### config.mk
export PLATFORM = sky130hd
export DESIGN_NAME = sfence_vma_ctrl
export DESIGN_NICKNAME = d
export VERILOG_FILES = /design/src/rtl/sfence_vma_ctrl.sv
export SDC_FILE = /design/constraint.sdc
export NUM_CORES = 1
export LEC_CHECK = 0
export BUFFER_PORTS_ARGS = -buffer_cell sky130_fd_sc_hd__buf_2
export CAP_MARGIN = 10
export CELL_PAD_IN_SITES_DETAIL_PLACEMENT = 2
export CELL_PAD_IN_SITES_GLOBAL_PLACEMENT = 2
export CORE_UTILIZATION = 27
export CTS_BUF_LIST = sky130_fd_sc_hd__clkbuf_8
export DETAILED_ROUTE_END_ITERATION = 7
export PLACE_DENSITY = 0.91
export REMOVE_ABC_BUFFERS = 1
export SETUP_SLACK_MARGIN = 0.02
export SYNTH_ARGS = -nofsm -noshare
export SYNTH_HDL_FRONTEND = slang
export SYNTH_SLANG_ARGS = --single-unit
export TNS_END_PERCENT = 10
### constraint.sdc
create_clock -name clk_i -period 2.3 [get_ports clk_i]
set_input_delay 0.46 -clock clk_i [delete_from_list [all_inputs] [get_ports clk_i]]
set_output_delay 0.46 -clock clk_i [all_outputs]
set_load 0.005 [all_outputs]
### src/rtl/sfence_vma_ctrl.sv
// sfence_vma_ctrl: captures SFENCE.VMA operands, waits for commit and store drain, then issues one TLB flush pulse.
module sfence_vma_ctrl #(
    parameter int ASID_WIDTH    = 1,
    parameter int VLEN          = 39,
    parameter int TRANS_ID_BITS = 3
) (
    input  logic                     clk_i,
    input  logic                     rst_i,
    input  logic                     flush_i,
    input  logic                     sfence_valid_i,
    input  logic [TRANS_ID_BITS-1:0] trans_id_i,
    input  logic [VLEN-1:0]          rs1_i,
    input  logic [ASID_WIDTH-1:0]    rs2_i,
    input  logic                     rs1_is_x0_i,
    input  logic                     rs2_is_x0_i,
    output logic                     sfence_ready_o,
    input  logic                     commit_i,
    input  logic [TRANS_ID_BITS-1:0] commit_trans_id_i,
    input  logic                     no_st_pending_i,
    input  logic                     wbuffer_empty_i,
    output logic                     tlb_flush_o,
    output logic [VLEN-1:0]          vaddr_o,
    output logic [ASID_WIDTH-1:0]    asid_o,
    output logic                     all_vaddr_o,
    output logic                     all_asid_o,
    output logic                     done_o,
    output logic                     busy_o,
    output logic [7:0]               drain_cycles_o
);
    localparam logic [2:0] IDLE        = 3'd0;
    localparam logic [2:0] WAIT_COMMIT = 3'd1;
    localparam logic [2:0] DRAIN       = 3'd2;
    localparam logic [2:0] FLUSH       = 3'd3;
    localparam logic [2:0] DONE        = 3'd4;

    logic [2:0]               r_state;
    logic [VLEN-1:0]          r_vaddr;
    logic [ASID_WIDTH-1:0]    r_asid;
    logic [TRANS_ID_BITS-1:0] r_trans_id;
    logic                     r_all_vaddr;
    logic                     r_all_asid;
    logic [7:0]               r_drain_cnt;
    logic [7:0]               r_drain_cycles;
    logic                     w_commit_hit;
    logic                     w_drained;

    assign w_commit_hit = commit_i && (commit_trans_id_i == r_trans_id);
    assign w_drained    = no_st_pending_i && wbuffer_empty_i;

    always_ff @(posedge clk_i) begin
        if (rst_i) begin
            r_state        <= IDLE;
            r_vaddr        <= '0;
            r_asid         <= '0;
            r_trans_id     <= '0;
            r_all_vaddr    <= 1'b0;
            r_all_asid     <= 1'b0;
            r_drain_cnt    <= '0;
            r_drain_cycles <= '0;
        end else begin
            case (r_state)
                IDLE: if (sfence_valid_i && !flush_i) begin
                    r_vaddr     <= rs1_i;
                    r_asid      <= rs2_i;
                    r_trans_id  <= trans_id_i;
                    r_all_vaddr <= rs1_is_x0_i;
                    r_all_asid  <= rs2_is_x0_i;
                    r_state     <= WAIT_COMMIT;
                end
                WAIT_COMMIT: if (flush_i) begin
                    r_state <= IDLE;
                end else if (w_commit_hit) begin
                    r_drain_cnt <= '0;
                    r_state     <= DRAIN;
                end
                // committed: a pipeline flush can no longer abort the fence
                DRAIN: if (w_drained) begin
                    r_state <= FLUSH;
                end else if (r_drain_cnt != 8'hff) begin
                    r_drain_cnt <= r_drain_cnt + 8'd1;
                end
                FLUSH: r_state <= DONE;
                DONE: begin
                    r_drain_cycles <= r_drain_cnt;
                    r_state        <= IDLE;
                end
                default: r_state <= IDLE;
            endcase
        end
    end

    assign sfence_ready_o = (r_state == IDLE);
    assign busy_o         = (r_state != IDLE);
    assign tlb_flush_o    = (r_state == FLUSH);
    assign done_o         = (r_state == DONE);
    assign vaddr_o        = tlb_flush_o ? r_vaddr : '0;
    assign asid_o         = tlb_flush_o ? r_asid : '0;
    assign all_vaddr_o    = tlb_flush_o && r_all_vaddr;
    assign all_asid_o     = tlb_flush_o && r_all_asid;
    assign drain_cycles_o = r_drain_cycles;
endmodule

* Word level (Yosys, flattened, before mapping)
Cells that the tools add are included.
** Operators by class
- Add/subtract/negate cells :: 1
- Eq/ne operators :: 13
- Mux-type cells :: 12
- Reductions and logical operators :: 12
** Operator list (count)
- 2-to-1 mux 39 bit :: 1
- 2-to-1 mux 8 bit :: 4
- one-hot mux 8 bit (2 select lines) :: 1
- 2-to-1 mux 3 bit :: 4
- one-hot mux 3 bit (4 select lines) :: 1
- != test 2 bit (second input constant) :: 5
- adder 8 x 1 -> 8 bit (second input constant) :: 1
- != test 8 bit (second input constant) :: 1
- equality test 3 x 2 -> 1 bit (second input constant) :: 2
- logical AND 1 bit :: 5
- AND reduction 5 bit :: 1
- equality test 3 x 1 -> 1 bit (second input constant) :: 1
- equality test 3 bit :: 1
- equality test 3 bit (second input constant) :: 1
- logical NOT 3 bit :: 1
- != test 3 bit (second input constant) :: 1
- AND reduction 3 bit :: 1
- nonzero test 3 bit :: 1
- != test 2 x 1 -> 1 bit (second input constant) :: 1
- AND reduction 2 bit :: 1
- nonzero test 2 bit :: 1
- logical NOT 1 bit :: 1
- 2-to-1 mux 1 bit :: 1
** Storage, ports and cells
- Bits in registers :: 64
- Input bits :: 55
- Output and inout port bits :: 54
- Logic and storage cells :: 46

* Longest topological paths before layout
Gate-level depths: netlist (run 1).
- Depth in word-level cells :: 5
- Depth in mapped cells :: 7
- Depth with buffers taken out :: 6

* Worst setup path after synthesis (run 1)
OpenSTA, ideal clock, no wires.
- Kind :: reg2out
- Start :: register r_state[2]
- End :: output vaddr_o[29]
- Arrival time :: 1.245 ns
- Data required time :: 1.840 ns
- Path slack :: 0.595 ns
- Stages on the path, launching flop included :: 6
- Buffers on the path :: 3
- Cells stage by stage :: dfxtp_1 buf_2 and3b_1 clkbuf_1 clkbuf_1 and2_1
** On the way
- Cells in the longest elaborated chain, start to end :: 2
** RTL lines
- start: declaration :: line 36 : logic [2:0] r_state;
- start signal: assignment :: line 52 : r_state <= IDLE;
- start signal: assignment :: line 68 : r_state <= WAIT_COMMIT;
- start signal: assignment :: line 71 : r_state <= IDLE;
- equality test 3 x 2 -> 1 bit :: line 94 : assign tlb_flush_o = (r_state == FLUSH);
- named net tlb_flush_o :: line 21 : output logic tlb_flush_o,
- 2-to-1 mux 39 bit :: line 96 : assign vaddr_o = tlb_flush_o ? r_vaddr : '0;
- end: declaration :: line 22 : output logic [VLEN-1:0] vaddr_o,
The timed path passes the listed nets, and every way through them passes these cells.

* Final worst setup path (run 1)
- Start :: register r_state[1]
- End :: output vaddr_o[3]
** On the way
- Cells in the longest elaborated chain, start to end :: 2
** RTL lines (line)
- equality test 3 x 2 -> 1 bit :: 94
- 2-to-1 mux 39 bit :: 96
Every way passes these cells.

==> results of run 1 <==
==> state kept, by name (all words and copies together) (netlist names) <==
| name | cells |
|---|---|
| drain_cycles_o | 8 |
| r_all_asid | 1 |
| r_all_vaddr | 1 |
| r_asid | 1 |
| r_drain_cnt | 8 |
| r_state | 3 |
| r_trans_id | 3 |
| r_vaddr | 39 |
==> area by class of cell <==
| cell class | instances | area, µm² |
|---|---|---|
| Clock buffer | 9 | 124 |
| Timing Repair Buffer | 113 | 594 |
| Sequential cell | 64 | 1280 |
| Tap cell | 133 | 166 |
| Clock inverter | 7 | 40.0 |
| Inverter | 4 | 18.8 |
| Fill cell | 1189 | 6280 |
| Multi-Input combinational cell | 266 | 1400 |
==> cell usage in the layout (no fill, tap or decap), drive strengths merged, types with 2 or more instances in the layout <==
cell type / synthesis / layout
a41oi: 2 / 2
o21ai: 8 / 8
clkbuf: 13 / 9
dfxtp: 64 / 64
or3b: 2 / 2
nand3: 2 / 2
nor3b: 3 / 3
inv: 3 / 4
nand2: 113 / 113
or2: 2 / 2
clkinv: 1 / 5
and2: 43 / 43
nor2: 7 / 7
nor3: 3 / 3
a21oi: 55 / 55
a32o: 3 / 3
buf: 10 / 113
nand2b: 3 / 3
nor4: 3 / 3
xnor2: 3 / 3
and3: 3 / 3
clkinvlp: 0 / 2
==> per-layer routing <==
metal | vias up | wire [µm] | track usage
li1 | 1370 | - | -
met4 | 0 | 157 | 0.0735
met2 | 79 | 4620 | 0.325
met1 | 1375 | 4080 | 0.205
met3 | 12 | 387 | 0.0365
met5 | - | 0 | 0
==> power breakdown <==
part / internal, mW / total [mW] / switching, mW
logic: 0.262 / 0.685 / 0.423
clock network: 0.380 / 0.846 / 0.466
registers: 1.20 / 1.28 / 0.0779
total: 1.85 / 2.81 / 0.967
==> metrics by stage <==
stage / utilization / setup slack [ps]
floorplan: - / 420
global placement: 0.348 / 417
CTS: 0.365 / 43.3
finish: 0.366 / 154
global route: 0.366 / 18.9
detailed placement: 0.348 / 314
==> timing repair <==
action / 4_1_cts / 5_1_grt
resized for setup: 1 / 4
hold endpoints to repair: 0 / 0
endpoints found under the setup margin: 42 / 43
==> kinds of logic after synthesis <==
family	after synthesis
simple gates	189
compound gates	73
flops	64
buf+inv	27
xor+xnor	3
fa+ha+maj	1
==> worst register-to-register path: stages (launching register included) <==
cell and delay [ps]:
dfxtp_1 380, ha_1 270, nand4_1 150, o211ai_2 180
nor4_4 450, o21ai_1 140, a32o_1 280
==> path summary, 6_finish.rpt <==
| check | slack [ps] | cells past startpoint | endpoint |
|---|---|---|---|
| max | 150 | 4 | vaddr_o[3] |
| min | 330 | 3 | r_vaddr[2] |
| max reg2reg | 350 | 6 | r_drain_cnt[2] |
| min reg2reg | 450 | 2 | r_vaddr[6] |
==> impl_metrics.csv, run 1 <==
group,metric,value,unit
worst_setup_path,end_kind,"output pin",
worst_setup_path,cp_max_fo,43,
global_routing,antenna_found_initial,0,
timing,clock.fmax,0.466,GHz
pwr,ir_worst_vdd,0.241,mV
hold_path,hp-start,"rs1_i[2]",
floorplanning,die-area,10700,µm²
layout,diodes,0,
pwr,power_density,776,nW/µm²
global_routing,grt_pass1_wl,15300,µm
placed_design,dpl.hpwl,6650,µm
clocking,cts-root-buf,"clkbuf_8",
clocking,post-cts-setup-buffers,0,
worst_setup_path,crit_start,"r_state[1]",
timing,fin_crit_sh,0.933,
logic_synthesis,netlist-cell-type-count,40,
status,status,"complete, no violations",
floorplanning,die_x,104,µm
placed_design,place_area,3450,µm²
timing,drv_slew,0,
floorplanning,ios,109,
pwr,p_leak,1.57,nW
logic_synthesis,synthMuxAreaShare,0,
worst_setup_path,crit_family,"flip-flops",
worst_setup_path,startpoint_type,"flip-flop",
timing,hold_viol_final,0,
global_routing,grt_pass1_vias,3091,
timing,setup_tns,0,ps
clocking,clk_path_buf_depth,2,
placed_design,dp.cells,580,
clocking,path_clk_slew,80,ps
floorplanning,die_h,104,µm
logic_synthesis,synth_top_family_by_area,"simple AND/OR/NAND/NOR gates",
logic_synthesis,ys_seq_elements,64,
drt,drtAntennaViolNets,0,
logic_synthesis,synth_compound_area_frac,0.153,
worst_setup_path,critical_path.max_stage_delay,500,ps
clocking,cts.sinks,64,
layout,area_delta_synth_final,29.9,%
placed_design,portBuffers,108,
hold_path,hold_path.class,"in -> reg",
logic_synthesis,netlist_top_cells_area,"dfxtp_1 (46%), nand2_1 (15%), a21oi_1 (9.9%), and2_1 (9.6%), buf_2 (1.8%)",
worst_setup_path,crit_required,1840,ps
layout,layout-drive-gt1-share,0.302,
worst_setup_path,critical_path_class,"reg -> out",
worst_setup_path,path_cells,"and3b_1 -> buf_6 -> and2_1 -> buf_2",
global_routing,grt_usage,0.179,
floorplanning,rows,36,
worst_setup_path,arrival,1690,ps
timing,hold_slack,332,ps
layout,nNetsFinal,514,
logic_synthesis,yosysTopAreaCellShare,0.459,
clocking,htreeDepth,3,
global_routing,grt.overflow.total,0,
clocking,ctsHoldBuffers,0,
drt,drc,0,
logic_synthesis,syn_area,2790,µm²
floorplanning,start_util,0.282,
pwr,finalPower,2.81,mW
drt,dr.pass1.iters,4,
drt,drt-total-wl,9240,µm
timing,fin_crit,2150,ps
logic_synthesis,ys.flop_type,"dfxtp_1",
floorplanning,core-area,9910,µm²
layout,finalNonFillerCells,596,
logic_synthesis,synthSimpleGateAreaFrac,0.333,
logic_synthesis,synth_xor_area_frac,0.00942,
logic_synthesis,seq_area_frac_synth,0.459,
logic_synthesis,synth_area_per_cell,7.82,µm²
run,cap_viol_max_count,0,
clocking,cts_inserted_buffers,9,
timing,worst_pin_slew,546,ps
timing,skew,11.4,ps
drt,routed_via_density,4.76,
drt,wl_per_cell,15.5,µm
timing,rsz0062_at_grt,"true",
drt,first_iter_violations,39,
logic_synthesis,postSynth.asyncResetShare,0,
worst_setup_path,worstPathBufferInverterCount,2,
placed_design,gp_congestion,0.772,
clocking,cts_tree,"yes",
layout,design_area,3620,µm²
logic_synthesis,synthTopCellsByCount,"nand2_1 (113), dfxtp_1 (64), a21oi_1 (55)",
timing,relSlewSlack,0.633,
logic_synthesis,yosysTopAreaCell,"dfxtp_1",
logic_synthesis,synthCells,357,
logic_synthesis,synth_enable_flop_cells,0,
worst_setup_path,slowest_stage,"dfxtp_1",
drt,dr_total_vias,2836,
clocking,worstSkewPairLatency,360,ps
logic_synthesis,yosys_warnings,0,
timing,finalSetupViolations,0,
worst_setup_path,reg2reg_from,"r_drain_cnt[0]",
logic_synthesis,yosysMostFrequentCell,"nand2_1",
global_routing,grt_max_degree,46,
logic_synthesis,synth_fa_ha_area_frac,0.00448,
Note: power is estimated with default switching activity, not from simulation.
==> inputs of run 2 (changes only) <==
--- a/config.mk
+++ b/config.mk
@@ -9,10 +9,11 @@
 export CAP_MARGIN = 10
 export CELL_PAD_IN_SITES_DETAIL_PLACEMENT = 2
 export CELL_PAD_IN_SITES_GLOBAL_PLACEMENT = 2
+export CORE_ASPECT_RATIO = 0.9
 export CORE_UTILIZATION = 27
 export CTS_BUF_LIST = sky130_fd_sc_hd__clkbuf_8
 export DETAILED_ROUTE_END_ITERATION = 7
-export PLACE_DENSITY = 0.91
+export PLACE_DENSITY = 0.87
 export REMOVE_ABC_BUFFERS = 1
 export SETUP_SLACK_MARGIN = 0.02
 export SYNTH_ARGS = -nofsm -noshare
==> run 2 against run 1 <==
Net effect:
- via count decreased by 0.14%
- global-route usage up 0.17 points
- first-iteration DRC count increased by 87%
==> impl_metrics.csv, run 2 (synthesis results as in run 1) <==
group,metric,value,unit
status,status,"complete, no violations",
floorplanning,die-area,10700,µm²
drt,first_iter_violations,73,
global_routing,grt_use_met1,0.218,
worst_setup_path,startpoint_type,"flip-flop",
clocking,post-cts-setup-buffers,0,
worst_setup_path,ff2ff_setup_slack,300,ps
pwr,p_seq_frac,0.400,
worst_setup_path,arrival,1660,ps
global_routing,grt.overflow.total,0,
clocking,cts_tree,"yes",
global_routing,antenna_found_initial,0,
global_routing,gr-usage-met3,0.0476,
floorplanning,start_util,0.283,
timing,clock.fmax,0.471,GHz
pwr,pwr-share-clk,0.383,
timing,worst_pin_slew,567,ps
timing,finalSetupViolations,0,
clocking,cts.sinks,64,
layout,layout_common_cells,"nand2_1 (112), buf_2 (108), dfxtp_1 (63), a21oi_1 (55), and2_1 (43)",
drt,dr_total_vias,2832,
worst_setup_path,critical_path.max_stage_delay,510,ps
worst_setup_path,slowest_stage,"dfxtp_1",
global_routing,gr-max-usage-layer,"met2",
floorplanning,core-area,9870,µm²
timing,fin_crit_sh,0.923,
clocking,worstSkewPairLatency,350,ps
pwr,pwr-share-comb,0.217,
worst_setup_path,critical_path_class,"reg -> out",
worst_setup_path,reg2reg_from,"r_drain_cnt[0]",
hold_path,hold_path_end,"r_vaddr[9]",
pwr,ir_worst_vdd,0.267,mV
clocking,htreeDepth,3,
worst_setup_path,r2r_end,"r_drain_cnt[5]",
timing,setup_tns,0,ps
timing,drv_slew,0,
pwr,p_int,2.22,mW
floorplanning,ios,109,
run,cap_viol_max_count,0,
global_routing,grt_pass1_wl,15100,µm
global_routing,grt_max_degree,46,
clocking,cts_inserted_buffers,9,
worst_setup_path,reg2reg_depth,6,
placed_design,gp_congestion,0.759,
pwr,finalPower,3.19,mW
drt,drtAntennaViolNets,0,
layout,diodes,0,
layout,area_delta_synth_final,32.8,%
global_routing,grt_pass1_vias,3037,
placed_design,portBuffers,108,
worst_setup_path,crit_required,1840,ps
drt,drt-total-wl,9240,µm
timing,skew,12.5,ps
timing,rsz0062_at_grt,"false",
pwr,p_sw,971,µW
hold_path,min_path_cells,3,
pwr,p_leak,1.60,nW
global_routing,grt_usage,0.181,
pwr,power_density,861,nW/µm²
layout,final_common_cell,"nand2_1",
timing,fin_crit,2120,ps
placed_design,dpl.hpwl,6630,µm
timing,hold_viol_final,0,
hold_path,hold_path.class,"in -> reg",
drt,dr.pass1.iters,3,
floorplanning,die_h,98.4,µm
floorplanning,rows,34,
global_routing,gr-usage-met2,0.316,
floorplanning,die_x,109,µm
worst_setup_path,cp_max_fo,44,
layout,top_register,"r_vaddr",
layout,largest_reg_flops,39,
layout,nNetsFinal,514,
worst_setup_path,end_kind,"output pin",
drt,routed_via_density,4.81,
drt,drc,0,
clocking,cts-root-buf,"clkbuf_8",
worst_setup_path,path_cells,"and3b_1 -> buf_6 -> and2_1 -> buf_2",
timing,relSlewSlack,0.619,
layout,layout-drive-gt1-share,0.302,
clocking,path_clk_slew,80,ps
worst_setup_path,crit_start,"r_state[0]",
drt,wl_per_cell,15.7,µm
clocking,clk_path_buf_depth,2,
pwr,switching_share,0.305,
hold_path,hp-start,"rs1_i[9]",
==> run 2: through the flow <==
stage	setup slack [ps]	utilization	instance area [µm²]	hold WS (ps)	instances
6_report	177	0.375	3700	345	589
4_1_cts	60.4	0.374	3690	323	589
3_5_place_dp	361	0.349	3440	447	573
2_1_floorplan	420	-	2690	426	334
3_3_place_gp	419	0.349	3440	438	573
5_1_grt	39.5	0.375	3700	338	589
==> run 2: power groups by stage <==
stage / combinational, mW / sequential (mW) / clock, mW
2_1_floorplan: 0.421 / 1.27 / 0
3_3_place_gp: 0.649 / 1.29 / 0
3_5_place_dp: 0.687 / 1.30 / 0
4_1_cts: 0.707 / 1.28 / 1.26
5_1_grt: 0.775 / 1.29 / 1.30
6_report: 0.692 / 1.28 / 1.22
==> run 2: worst max-delay path by stage <==
stage / to / slack [ps] / depth (start not counted)
after floorplan: r_all_asid / 420 / 4
after global placement: r_drain_cnt[3] / 420 / 6
after detailed placement: r_drain_cnt[2] / 360 / 6
after CTS: vaddr_o[5] / 60 / 4
after global routing: vaddr_o[5] / 40 / 4
final: vaddr_o[5] / 180 / 4
==> run 2: layer usage <==
metal | up-vias | wire length (µm)
li1 | 1373 | -
met1 | 1374 | 4050
met2 | 76 | 4580
met3 | 9 | 517
met4 | 0 | 86
met5 | - | 0
==> run 2: area by class of cell <==
cell class | instances | area [µm²]
fill | 1143 | 6160
multi-input combinational | 266 | 1400
sequential | 64 | 1280
timing repair buffer | 113 | 594
tap | 126 | 158
clock buffer | 10 | 138
clock inverter | 6 | 116
inverter | 4 | 18.8
==> run 2: what timing repair did <==
action,CTS,global route
hold buffers,0,0
gates cloned,0,0
setup endpoints to repair,11,39
gates resized for setup,1,3
==> run 2: critical path, delay by kind of cell, from the launching register on <==
kind | cells | cell delay (ps)
AND/OR/NAND/NOR | 2 | 410
buffers and inverters | 2 | 370
flip-flops | 1 | 510
==> inputs of run 3 (changes only) <==
--- a/config.mk
+++ b/config.mk
@@ -13,6 +13,7 @@
 export CORE_UTILIZATION = 27
 export CTS_BUF_LIST = sky130_fd_sc_hd__clkbuf_8
 export DETAILED_ROUTE_END_ITERATION = 7
+export GPL_TIMING_DRIVEN = 0
 export PLACE_DENSITY = 0.87
 export REMOVE_ABC_BUFFERS = 1
 export SETUP_SLACK_MARGIN = 0.02
==> run 3 against run 2 <==
Net effect:
- cell area decreased by 0.71%
- die area unchanged
- clock skew decreased by 3.6 ps
- count of clock-buffer cells in the layout increased by 1
- hold slack got worse by 7.8 ps
- sequential cell count unchanged
- sequential share of layout area increased by 0.28 points
- global-route usage decreased by 0.51 points
- critical path depth unchanged
- wire length increased by 1.3%
- non-clock buffer count decreased by 3
==> impl_metrics.csv, run 3 (synthesis results as in run 1) <==
group,metric,value,unit
global_routing,grt_pass1_wl,14500,µm
layout,area_delta_synth_final,31.8,%
clocking,cts-root-buf,"clkbuf_8",
placed_design,place_area,3440,µm²
layout,layout_common_cells,"nand2_1 (112), buf_2 (108), dfxtp_1 (62), a21oi_1 (55), and2_1 (43)",
timing,fin_crit,2200,ps
drt,drtAntennaViolNets,0,
global_routing,grt_usage,0.176,
drt,first_iter_violations,81,
timing,fin_crit_sh,0.956,
layout,top_register,"r_vaddr",
worst_setup_path,cp_max_fo,33,
pwr,p_leak,1.59,nW
floorplanning,rows,34,
timing,setup_ws,101,ps
pwr,power_density,836,nW/µm²
drt,wl_per_cell,16.0,µm
drt,dr_wl_met2,4650,µm
drt,wl_met1,4090,µm
pwr,p_seq_frac,0.416,
placed_design,gp_congestion,0.720,
drt,top_layer,"met4",
global_routing,grt_pass1_vias,2925,
pwr,pwr-share-clk,0.355,
placed_design,dpl.hpwl,6240,µm
floorplanning,ios,109,
timing,relSlewSlack,0.181,
drt,dr_total_vias,2829,
floorplanning,die_h,98.4,µm
layout,largest_reg_flops,39,
timing,worst_pin_slew,1230,ps
layout,design_area,3680,µm²
clocking,htreeDepth,3,
clocking,cts_tree,"yes",
worst_setup_path,arrival,1740,ps
global_routing,antenna_found_initial,0,
timing,rsz0062_at_grt,"true",
global_routing,grt_max_degree,64,
clocking,ctsHoldBuffers,0,
placed_design,portBuffers,108,
clocking,worstSkewPairLatency,360,ps
floorplanning,die-area,10700,µm²
layout,final_common_cell,"nand2_1",
layout,layout-drive-gt1-share,0.302,
pwr,p_int,2.13,mW
worst_setup_path,crit_required,1840,ps
pwr,ir_worst_vdd,0.550,mV
layout,diodes,0,
floorplanning,die_x,109,µm
clocking,cts_inserted_buffers,9,
worst_setup_path,startpoint_type,"flip-flop",
run,cap_viol_max_count,0,
drt,routed_via_density,4.83,
drt,met3_length,514,µm
worst_setup_path,end_kind,"output pin",
floorplanning,core-area,9870,µm²
status,status,"complete, no violations",
pwr,pwr-share-comb,0.228,
clocking,path_clk_slew,70,ps
worst_setup_path,path_cells,"and3b_2 -> buf_16 -> and2_1 -> buf_2",
layout,utilization,0.373,
global_routing,grt.overflow.total,0,
pwr,switching_share,0.307,
floorplanning,start_util,0.283,
hold_path,hold_path.class,"in -> reg",
worst_setup_path,critical_path.max_stage_delay,500,ps
timing,clock.fmax,0.455,GHz
drt,dr.pass1.iters,4,
placed_design,preCtsSetupSlack,33.6,ps
clocking,clk_path_buf_depth,2,
drt,drc,0,
timing,hold_viol_final,0,
worst_setup_path,critical_path_class,"reg -> out",
drt,drt-total-wl,9350,µm
clocking,cts.sinks,64,
worst_setup_path,slowest_stage,"dfxtp_1",
timing,finalSetupViolations,0,
timing,skew,8.94,ps
timing,drv_slew,0,
pwr,finalPower,3.07,mW
pwr,p_sw,945,µW
timing,hold_slack,337,ps
layout,nNetsFinal,512,
==> run 3: cell types whose count changed in the layout (fill, tap and decap cells not counted), sizes merged <==
cell,delta
buf,-3
bufinv,-1
clkbuf,+1
clkinv,-2
inv,+1
nor2,+1
==> run 3: layer usage <==
layer  up-vias  track usage
met5         -            0
met1      1372        0.199
met4         0       0.0541
met2        81        0.315
li1       1366            -
met3        10       0.0509
==> run 3: cell type report <==
type	instances	area [µm²]
Inverter	4	18.8
Tap cell	126	158
Clock inverter	4	68.8
Fill cell	1172	6190
Sequential cell	64	1280
Timing Repair Buffer	110	588
Clock buffer	11	151
Multi-Input combinational cell	267	1410
==> run 3: worst paths after layout <==
path,depth (start not counted),endpoint,slack (ps),start
max,4,vaddr_o[35],100,r_state[1]
min,3,r_vaddr[9],340,rs1_i[9]
max reg2reg,4,r_vaddr[29],380,r_state[2]
min reg2reg,2,r_vaddr[20],460,r_vaddr[20]
==> run 3: critical path, delay by kind of cell (launching register included) <==
family / cells / cell delay (ps)
DFF: 1 / 500
and+or+nand+nor: 2 / 570
buffers and inverters: 2 / 320
==> run 3: power groups by stage <==
stage	sequential, mW	combinational, mW	clock [mW]
3_5_place_dp	1.30	0.683	0
2_1_floorplan	1.27	0.421	0
5_1_grt	1.29	0.784	1.17
4_1_cts	1.28	0.694	1.13
6_report	1.28	0.702	1.09
3_3_place_gp	1.29	0.624	0
==> run 3: through the flow <==
stage | setup TNS, ps | instances
2_1_floorplan | 0 | 334
3_3_place_gp | -17470 | 568
3_5_place_dp | 0 | 570
4_1_cts | 0 | 585
5_1_grt | 0 | 586
6_report | 0 | 586
==> run 3: repair_timing <==
action                     CTS  global route
setup endpoints to repair   46            62
setup buffers                0             0
pin swaps                    0             2
gates resized for setup      2             4
gates cloned                 0             1
